## src/rtl/alu_result_fifo.sv

```systemverilog
// Capture FIFO for registered ALU results and their overflow flags, with a
// saturating overflow counter and a sticky drop flag.
module alu_result_fifo #(
    parameter int WIDTH = 32,
    parameter int DEPTH = 4,
    parameter int CNT_W = 8
) (
    input  logic                       clk,
    input  logic                       rst_n,
    input  logic                       clear,
    input  logic                       in_valid,
    input  logic [WIDTH-1:0]           in_data,
    input  logic                       in_ovf,
    output logic                       in_ready,
    output logic                       out_valid,
    output logic [WIDTH-1:0]           out_data,
    output logic                       out_ovf,
    input  logic                       out_ready,
    output logic [$clog2(DEPTH):0]     level,
    output logic [CNT_W-1:0]           ovf_count,
    output logic                       dropped
);

    localparam int AW = $clog2(DEPTH);
    localparam int PW = AW + 1;

    logic [WIDTH:0]    mem [DEPTH];
    logic [PW-1:0]     wr_ptr;
    logic [PW-1:0]     rd_ptr;
    logic              full;
    logic              empty;
    logic              push;
    logic              pop;
    logic [WIDTH:0]    head;

    // Extra wrap bit distinguishes full from empty when the indices match.
    assign empty = (wr_ptr == rd_ptr);
    assign full  = (wr_ptr[AW-1:0] == rd_ptr[AW-1:0]) && (wr_ptr[AW] != rd_ptr[AW]);

    assign push = in_valid && !full;
    assign pop  = !empty && out_ready;

    assign in_ready  = !full;
    assign out_valid = !empty;
    assign level     = wr_ptr - rd_ptr;

    assign head     = mem[rd_ptr[AW-1:0]];
    assign out_data = empty ? '0 : head[WIDTH-1:0];
    assign out_ovf  = empty ? 1'b0 : head[WIDTH];

    // Storage is never reset; stale contents are hidden by the empty gating.
    always_ff @(posedge clk) begin
        if (push && !clear) begin
            mem[wr_ptr[AW-1:0]] <= {in_ovf, in_data};
        end
    end

    always_ff @(posedge clk or negedge rst_n) begin
        if (!rst_n) begin
            wr_ptr    <= '0;
            rd_ptr    <= '0;
            ovf_count <= '0;
            dropped   <= 1'b0;
        end else if (clear) begin
            wr_ptr    <= '0;
            rd_ptr    <= '0;
            ovf_count <= '0;
            dropped   <= 1'b0;
        end else begin
            if (push) begin
                wr_ptr <= wr_ptr + PW'(1);
            end
            if (pop) begin
                rd_ptr <= rd_ptr + PW'(1);
            end
            if (push && in_ovf && (ovf_count != {CNT_W{1'b1}})) begin
                ovf_count <= ovf_count + CNT_W'(1);
            end
            if (in_valid && full) begin
                dropped <= 1'b1;
            end
        end
    end

endmodule

```

## config.mk

```make
export PLATFORM = sky130hd
export DESIGN_NAME = alu_result_fifo
export DESIGN_NICKNAME = d
export VERILOG_FILES = /design/src/rtl/alu_result_fifo.sv
export SDC_FILE = /design/constraint.sdc
export NUM_CORES = 1
export LEC_CHECK = 0
export BUFFER_PORTS_ARGS = -buffer_cell sky130_fd_sc_hd__buf_2
export CORE_MARGIN = 2
export CORE_UTILIZATION = 51
export DETAILED_ROUTE_END_ITERATION = 16
export PLACE_DENSITY = 0.75
export SLEW_MARGIN = 20
export SYNTH_ARGS = -nofsm -noshare
export SYNTH_HDL_FRONTEND = slang
export SYNTH_SLANG_ARGS = --single-unit
```

## constraint.sdc

```tcl
create_clock -name clk -period 3.2 [get_ports clk]
set_input_delay 0.16 -clock clk [delete_from_list [all_inputs] [get_ports clk]]
set_output_delay 0.16 -clock clk [all_outputs]
set_load 0.05 [all_outputs]
```

==> impl_metrics.tcl <==
set metrics [dict create \
    viasPerCell 5.49 \
    cp.required_ns 3.04 \
    rsz0062_at_grt "false" \
    cts_num_sinks 147 \
    cts_tree "built" \
    grt_max_degree 37 \
    wire_per_inst_um 18.5 \
    core_um2 11400 \
    drv_cap 0 \
    cts.repair.resized 0 \
    slew_headroom_pct 40.5 \
    max_freq_mhz 376 \
    yosysWarnings 0 \
    critPathArrivalTime_ns 2.50 \
    mostFrequentLayoutCells "edfxtp_1, buf_2, nor2b_1" \
    finalSetupTns_ns 0 \
    fp.dieH_um 112 \
    insertion_delay_ns 0.41 \
    fin_crit_sh_pct 83.2 \
    grt_util_all_layers_pct 18.7 \
    root_buffer "clkbuf_16" \
    postSynthNetCount 361 \
    gr-total-overflow 0 \
    min_from "in_data[12]" \
    rrSetupSlack_ns 0.55 \
    ant_nets 0 \
    leakage_nw 2.66 \
    wl_um 11000 \
    dr.pass1.iters 4 \
    hold_viol 0 \
    yosys-top-cells-area "edfxtp_1, mux4_2, dfrtp_1, nor2b_1, ha_1" \
    r2r-end "mem[0][3]" \
    holdPathStages 1 \
    ys_ff_latch 147 \
    drive_gt1_share_pct 34.4 \
    port_buffers 84 \
    report.final.slew_viol_count 0 \
    ios 85 \
    fin_nets 486 \
    setup_viol 0 \
    worstSetupPathType "register to output port" \
    die_w_um 112 \
    whs_endpoint "mem[2][12]" \
    h-tree-depth 4 \
    synth_cells 314 \
    num_antenna_cells 0 \
    final_common_cell "edfxtp_1" \
    synth_top_area_cell "edfxtp_1" \
    r2r_start "wr_ptr[0]" \
    drc 0 \
    status "completed" \
    gp_congestion 0.786 \
    clkTransAtPathRegs_ns 0.05 \
    yosys.cell_types.count 37 \
    final_cell_area_um2 7350 \
    fill_cells 787 \
    worstSetupEndpointType "output port" \
    die-area_um2 12500 \
    vias 3258 \
    rr_worst_depth 6 \
    critPathLaunchType "register" \
    cts_inserted_buffers 17 \
    grt_pass1_vias 3362 \
    num_rows 39 \
    path_max_fanout 24 \
    dr.first_iter.drc_count 229 \
    layout_min_cycle_time_ns 2.66 \
    antenna_found_initial 0 \
    dpl_worst_slack_ns 0.530 \
    grt_pass1_wl_um 17500 \
    syn2layout_area_growth_pct 23.8 \
    postCtsSetupBuffers 0 \
    timing.hold.ws_ns 0.0176 \
    p_per_area_nw_per_um2 734 \
    placedCellCount 530 \
    avgSynthCellArea_um2 18.9 \
    synth_top_area_share_pct 66.8 \
    finClkSkew_ns 0.00776 \
    layoutNonFillerInstCount 593 \
    ys_seq_area_share_pct 73.1 \
    hp-class "input port to register" \
    worst_ir_drop_vdd_mv 0.558 \
    worstMarginPinSlew_ns 0.893 \
    cts_buffer_depth 2 \
    dpl-instance-area_um2 6510 \
    worst_slack_ns 0.539 \
    netlist_area_um2 5940 \
    start_util_pct 52.2 \
    dp_hpwl_um 6520 \
]
## worst max-delay path by stage
stage	slack [ns]	startpoint	to
floorplan	0.17	rd_ptr[1]	mem[0][0]
global placement	0.67	wr_ptr[0]	mem[3][21]
detailed placement	0.53	wr_ptr[0]	mem[0][17]
CTS	0.51	wr_ptr[0]	out_data[13]
global route	0.33	wr_ptr[0]	out_data[13]
finish	0.54	wr_ptr[0]	out_data[31]
## through the flow
step           total power, mW  util, %
2_1_floorplan             3.37        -
3_3_place_gp              3.70     57.3
3_5_place_dp              3.72     57.3
4_1_cts                   5.45     64.6
5_1_grt                   5.60     64.6
6_report                  5.40     64.6
## repair_timing
item | CTS | global route
hold endpoints to repair | 143 | 0
hold buffers | 33 | 0
endpoints found under the setup margin | 0 | 0
## worst max-delay path: stages (launching register included)
cell and delay [ns]:
dfrtp_1 0.37, inv_1 0.11, ha_1 0.32, nand2_1 0.14
nor2_4 0.58, buf_4 0.29, nor2b_1 0.06, buf_2 0.21
## cell usage after synthesis
cell         n
and2_1       5
fa_1         1
nor3b_1      1
dfrtp_1     15
nor2b_1     34
xor2_2       1
xnor2_1      3
or3_2        3
a2111oi_0    1
mux4_2      33
a21oi_1      5
o211ai_1     2
o21bai_1     2
buf_2        4
mux2i_1      2
nor4b_1      1
or4_1        1
or2_2        1
nor3_1       1
nand2_1      4
inv_1        8
o21ai_0      8
or3b_1       1
edfxtp_1   132
buf_4        1
nor2_1      13
a31oi_1      1
o31ai_1      1
a211oi_1     1
xor2_1       3
nand3_1      4
clkbuf_1     9
a221oi_2     1
and3_1       1
nand4_1      1
ha_1         8
a21o_1       1
## state kept, by name (all words and copies together) (netlist names)
signal and flops:
dropped 1, mem 132, ovf_count 8, rd_ptr 3
wr_ptr 3
## layout make-up
class / instances / area [µm²] / share of cell area (%)
well taps: 143 / 179 / 2.43
inverters: 8 / 30.0 / 0.409
clock inverters: 10 / 68.8 / 0.936
repair buffers: 120 / 773 / 10.5
flip-flops and latches: 147 / 4340 / 59.1
clock buffers: 20 / 437 / 5.94
multi-input cells: 145 / 1520 / 20.7
## kinds of logic (layout without fill, tap and decap cells)
family	count (synthesis)	in the layout	synth area share (%)
adders and majority gates	9	9	2.02
muxes	35	35	12.9
DFF	147	147	73.1
AOI/OAI and AO/OA	23	23	2.49
buffers and inverters	22	158	1.54
and+or+nand+nor	71	71	6.85
xor gates and xnor gates	7	7	1.16
## per-layer routing
layer  wire length (µm)  track usage, %
met4                178            5.51
met1               4790            24.5
met3                622            6.10
met2               5410            30.4
met5                  0               0
## power by group
group / total (mW) / switching (mW) / internal, mW
combinational: 1.52 / 1.06 / 0.454
clock: 1.70 / 0.667 / 1.04
sequential: 2.18 / 0.0179 / 2.16
total: 5.40 / 1.75 / 3.65
No activity file was read; power rests on OpenSTA's default activity.
